<file path="src/rtl/pulse_burst_scheduler.sv">
// Pulse burst scheduler: four requesters share one pulse output. A
// round-robin arbiter picks an owner, whose period and burst count are
// latched; the owner then receives a train of pulses spaced P+1 enabled
// cycles apart until the burst completes or the owner drops its request.
//
//   state | meaning
//   ------+-----------------------------------------------------------
//   IDLE  | no owner; arbitrate among active requests
//   RUN   | owner granted; period counter runs while ena is high
//   DONE  | one-cycle completion strobe to the owner, then back to IDLE
module pulse_burst_scheduler #(
    parameter int N = 8,
    parameter int C = 4
) (
    input  logic           clk,
    input  logic           rst,
    input  logic           ena,
    input  logic [3:0]     req,
    input  logic [4*N-1:0] period,
    input  logic [4*C-1:0] count,
    output logic [3:0]     grant,
    output logic           out,
    output logic           busy,
    output logic [3:0]     done
);

    typedef enum logic [1:0] {
        IDLE = 2'd0,
        RUN  = 2'd1,
        DONE = 2'd2
    } state_t;

    state_t       state;
    state_t       state_nxt;
    logic [1:0]   owner;
    logic [1:0]   owner_nxt;
    logic [1:0]   last;
    logic [1:0]   last_nxt;
    logic [N-1:0] cnt;
    logic [N-1:0] cnt_nxt;
    logic [N-1:0] per;
    logic [N-1:0] per_nxt;
    logic [C-1:0] rem;
    logic [C-1:0] rem_nxt;

    logic [1:0]   win;
    logic         win_vld;
    logic [N-1:0] win_per;
    logic [C-1:0] win_cnt;
    logic         owner_req;
    logic         fire;

    // Round-robin search starting just after the previous owner.
    always_comb begin
        win     = '0;
        win_vld = 1'b0;
        for (int k = 1; k <= 4; k++) begin
            if (!win_vld && req[last + 2'(k)]) begin
                win     = last + 2'(k);
                win_vld = 1'b1;
            end
        end
    end

    assign win_per   = period[int'(win)*N +: N];
    assign win_cnt   = count[int'(win)*C +: C];
    assign owner_req = req[owner];

    // A pulse needs the owner still requesting; an abort cycle never pulses.
    assign fire = (state == RUN) && ena && owner_req && (cnt == per);
    assign out  = fire;

    // Grant and done decode straight from the state register.
    always_comb begin
        grant = 4'b0000;
        done  = 4'b0000;
        if (state != IDLE) begin
            grant = 4'b0001 << owner;
        end
        if (state == DONE) begin
            done = 4'b0001 << owner;
        end
        busy = |grant;
    end

    // Next-state and datapath updates.
    always_comb begin
        state_nxt = state;
        owner_nxt = owner;
        last_nxt  = last;
        cnt_nxt   = cnt;
        per_nxt   = per;
        rem_nxt   = rem;
        case (state)
            IDLE: begin
                if (win_vld) begin
                    owner_nxt = win;
                    per_nxt   = win_per;
                    rem_nxt   = win_cnt;
                    cnt_nxt   = '0;
                    state_nxt = (win_cnt != '0) ? RUN : DONE;
                end
            end
            RUN: begin
                if (!owner_req) begin
                    state_nxt = IDLE;
                    last_nxt  = owner;
                    cnt_nxt   = '0;
                    rem_nxt   = '0;
                end else if (ena) begin
                    if (cnt == per) begin
                        cnt_nxt = '0;
                        rem_nxt = rem - C'(1);
                        if (rem == C'(1)) begin
                            state_nxt = DONE;
                        end
                    end else begin
                        cnt_nxt = cnt + N'(1);
                    end
                end
            end
            DONE: begin
                state_nxt = IDLE;
                last_nxt  = owner;
                cnt_nxt   = '0;
                rem_nxt   = '0;
            end
            default: begin
                state_nxt = IDLE;
            end
        endcase
    end

    // State register; last resets to 3 so requester 0 has first priority.
    always_ff @(posedge clk or negedge rst) begin
        if (!rst) begin
            state <= IDLE;
            owner <= 2'd0;
            last  <= 2'd3;
            cnt   <= '0;
            per   <= '0;
            rem   <= '0;
        end else begin
            state <= state_nxt;
            owner <= owner_nxt;
            last  <= last_nxt;
            cnt   <= cnt_nxt;
            per   <= per_nxt;
            rem   <= rem_nxt;
        end
    end

endmodule

</file>
<file path="config.mk">
export PLATFORM = sky130hd
export DESIGN_NAME = pulse_burst_scheduler
export DESIGN_NICKNAME = d
export VERILOG_FILES = /design/src/rtl/pulse_burst_scheduler.sv
export SDC_FILE = /design/constraint.sdc
export NUM_CORES = 1
export LEC_CHECK = 0
export CORE_MARGIN = 2
export CORE_UTILIZATION = 48
export CTS_BUF_LIST = sky130_fd_sc_hd__clkbuf_8
export CTS_CLUSTER_DIAMETER = 60
export DETAILED_ROUTE_END_ITERATION = 7
export PLACE_DENSITY = 0.93
export SLEW_MARGIN = 0
export SYNTH_ARGS = -nofsm -noshare
export SYNTH_HDL_FRONTEND = slang
export SYNTH_SLANG_ARGS = --single-unit
</file>
<file path="constraint.sdc">
create_clock -name clk -period 3.1 [get_ports clk]
set_clock_uncertainty 0.15 [all_clocks]
set_input_delay 0.31 -clock clk [delete_from_list [all_inputs] [get_ports clk]]
set_output_delay 0.31 -clock clk [all_outputs]
set_load 0.02 [all_outputs]
</file>
==> results.toml <==
[floorplan]
boundaryPins = 65
die_height_um = 68.9
fp.coreArea_mm2 = 0.00403
std_cell_rows = 23
start_util_pct = 50.2
dieArea_mm2 = 0.00474
die_w_um = 68.9

[sta]
worst_pin_slew_ns = 0.627
clock.fmax_mhz = 355
final_min_period_over_clock_period_pct = 90.8
setup_violations = 0
final_max_slew_viol_count = 0
final.setup.worst_slack_ns = 0.285
setup_repair_after_global_routing_missed_its_margin = "no"
final.min_clock_period_ns = 2.81
timing.slew.headroom_pct = 58.1
setup_tns_ns = 0
timing_hold_violations_final = 0

[cells_and_area]
layout-drive-gt1-share_pct = 10.5
antenna_cells = 0
register_area_um2 = 653
filler_cell_count = 325
nets_finish = 350
multi_input_comb_area_mm2 = 0.00125
area_delta_synth_final_pct = 36.1

[logic_synthesis]
ys_types = 43
syn_area_per_cell_um2 = 8.79
synth_top_flop_cell = "sky130_fd_sc_hd__dfrtp_1"
synth_sequential_area_ratio_pct = 32.3
synth.cell_area_mm2 = 0.00202
syn_nets = 293
synth_warnings = 0
post_synth_inst_count = 230
synth.cells.most_frequent = "sky130_fd_sc_hd__nand2_1, sky130_fd_sc_hd__o21ai_0, sky130_fd_sc_hd__dfrtp_1"
postSynthRegisterBits = 26
async_flop_share_pct = 100
netlist.top_cell.by_area = "sky130_fd_sc_hd__dfrtp_1"
synthTopCellsByArea = "sky130_fd_sc_hd__dfrtp_1, sky130_fd_sc_hd__mux2i_1, sky130_fd_sc_hd__mux2_2"
synth_largest_type_area_fraction_pct = 29.7
synth_enable_flop_cells = 0
synth.most_common_cell = "sky130_fd_sc_hd__nand2_1"

[cts]
cts_hold_repair.buffers = 0
cts_post_setup_buffers_inserted = 0
cts.sinks = 26
tritoncts = "yes"
cts-root-buf = "sky130_fd_sc_hd__clkbuf_8"
clk_path_buf_depth = 2
cts_resized = 0
clock_slew_at_the_register_clock_pins_of_the_worst_setup_and_hold_paths_ns = 0.10
cts_max_level = 1
worst_skew_pair.late_latency_ns = 0.28
cts_made_buffers = 3

[outcome]
run_status = "finished, final reports clean"

[hold_path]
hold_path.class = "input port to async pin"

[place]
dpl_hpwl_mm = 3.71
gp_routability_congestion = 0.805
detailedPlace.worstSlack_ns = 0.268
port_buffers = 64

[power_and_ir_drop]
peak_supply_drop_mv = 0.427
power-per-cell-area_mw_per_mm2 = 779
total_leakage_power_nw = 1.21

[worst_setup_path]
worst_setup_path_start_kind = "flop"
timing.critical_path.arrival_ns = 2.35
cp_max_fo = 5
worstPathRequired_ns = 2.64
critical_path_class = "flop to output port"
endpoint_kind = "output port"

[detailed_routing]
drt_iter0_markers = 83
via_per_inst = 5.73
postRouteAntennaNets = 0
dr_total_vias = 1924
drc = 0
wire_per_inst_um = 14.3
postRouteWirelength_mm = 4.81
drt-pass1-iter-count = 4

[grt]
grt_pass1_vias = 1870
grt_antenna_before_repair = 0
largest_net_degree_at_the_start_of_global_routing = 27
groute.usage.overall_pct = 23.1
grt_pass1_wl_mm = 8.25
grt.overflow.total = 0

[run]
max_cap_viol_count = 0
==> critical path, stage by stage (launching register included) <==
cell,delay [ns]
sky130_fd_sc_hd__dfrtp_1,0.44
sky130_fd_sc_hd__xor2_1,0.18
sky130_fd_sc_hd__nor4_1,0.33
sky130_fd_sc_hd__nand2_1,0.20
sky130_fd_sc_hd__nor3_1,0.26
sky130_fd_sc_hd__clkdlybuf4s50_1,0.67
==> report_power, final <==
group	switching, mW	internal, mW
Combinational	0.634	0.594
Sequential	0.152	0.478
Clock	0.112	0.173
==> cell families after synthesis <==
logic type / after synthesis / synth area share, %
flops: 26 / 32.3
fa+ha+maj: 8 / 4.95
compound gates: 56 / 17.8
mux: 32 / 17.3
buf+inv: 25 / 5.82
simple gates: 75 / 18.3
xor+xnor: 8 / 3.47
==> layout make-up <==
| class | count | share of cell area [%] |
|---|---|---|
| clock buffers | 3 | 1.50 |
| clock inverters | 1 | 1.09 |
| inverters | 10 | 1.36 |
| multi-input cells | 179 | 45.5 |
| flip-flops and latches | 26 | 23.7 |
| well taps | 50 | 2.27 |
| repair buffers | 67 | 24.6 |
==> metal layers <==
metal / GRT usage (%) / up-vias / share of wire, %
li1: - / 927 / -
met1: 29.3 / 882 / 41
met2: 39.2 / 99 / 49
met3: 4.06 / 16 / 6.9
met4: 9.07 / 0 / 2.7
met5: 0 / - / 0
==> cells in the final DEF (no fill, tap or decap), types with 3 or more instances in the layout <==
cell and n:
sky130_fd_sc_hd__and3_1 7, sky130_fd_sc_hd__clkbuf_8 3, sky130_fd_sc_hd__clkdlybuf4s50_1 64, sky130_fd_sc_hd__dfrtp_1 24, sky130_fd_sc_hd__ha_1 8, sky130_fd_sc_hd__inv_1 10, sky130_fd_sc_hd__mux2_2 14, sky130_fd_sc_hd__mux2i_1 17
sky130_fd_sc_hd__nand2_1 32, sky130_fd_sc_hd__nand2b_1 5, sky130_fd_sc_hd__nand3_1 3, sky130_fd_sc_hd__nor2_1 10, sky130_fd_sc_hd__nor3_1 4, sky130_fd_sc_hd__nor3b_1 3, sky130_fd_sc_hd__nor4_1 3, sky130_fd_sc_hd__o21a_1 3
sky130_fd_sc_hd__o21ai_0 31, sky130_fd_sc_hd__o31ai_1 4, sky130_fd_sc_hd__xor2_1 8
==> metrics by stage <==
step | instances | power [mW] | utilization [%] | cell area, µm² | hold slack (ns)
global placement | 332 | 1.78 | 66.5 | 2680 | 0.334
CTS | 336 | 2.14 | 68.3 | 2750 | 0.265
global route | 336 | 2.32 | 68.3 | 2750 | 0.283
floorplan | 230 | 1.52 | - | 2020 | -0.136
finish | 336 | 2.14 | 68.3 | 2750 | 0.245
detailed placement | 332 | 1.85 | 66.5 | 2680 | 0.349
==> flip-flops by register name, indices dropped and copies added, names as in the netlist <==
register	flops
cnt	8
state	2
rem	4
last	2
per	8
owner	2
==> path summary, 6_finish.rpt <==
path | from | to | slack [ns] | depth (start not counted)
min in group clk | cnt[7]$_DFFE_PN0P_ | cnt[7]$_DFFE_PN0P_ | 0.36 | 1
max in group asynchronous | rst | last[0]$_DFFE_PN1P_ | 2.26 | 2
min reg2reg | cnt[7]$_DFFE_PN0P_ | cnt[7]$_DFFE_PN0P_ | 0.36 | 1
max | cnt[3]$_DFFE_PN0P_ | out | 0.29 | 5
min | rst | cnt[3]$_DFFE_PN0P_ | 0.25 | 2
max reg2reg | owner[1]$_DFFE_PN0P_ | rem[3]$_DFFE_PN0P_ | 0.56 | 5
Note: power is estimated with default switching activity, not from simulation.
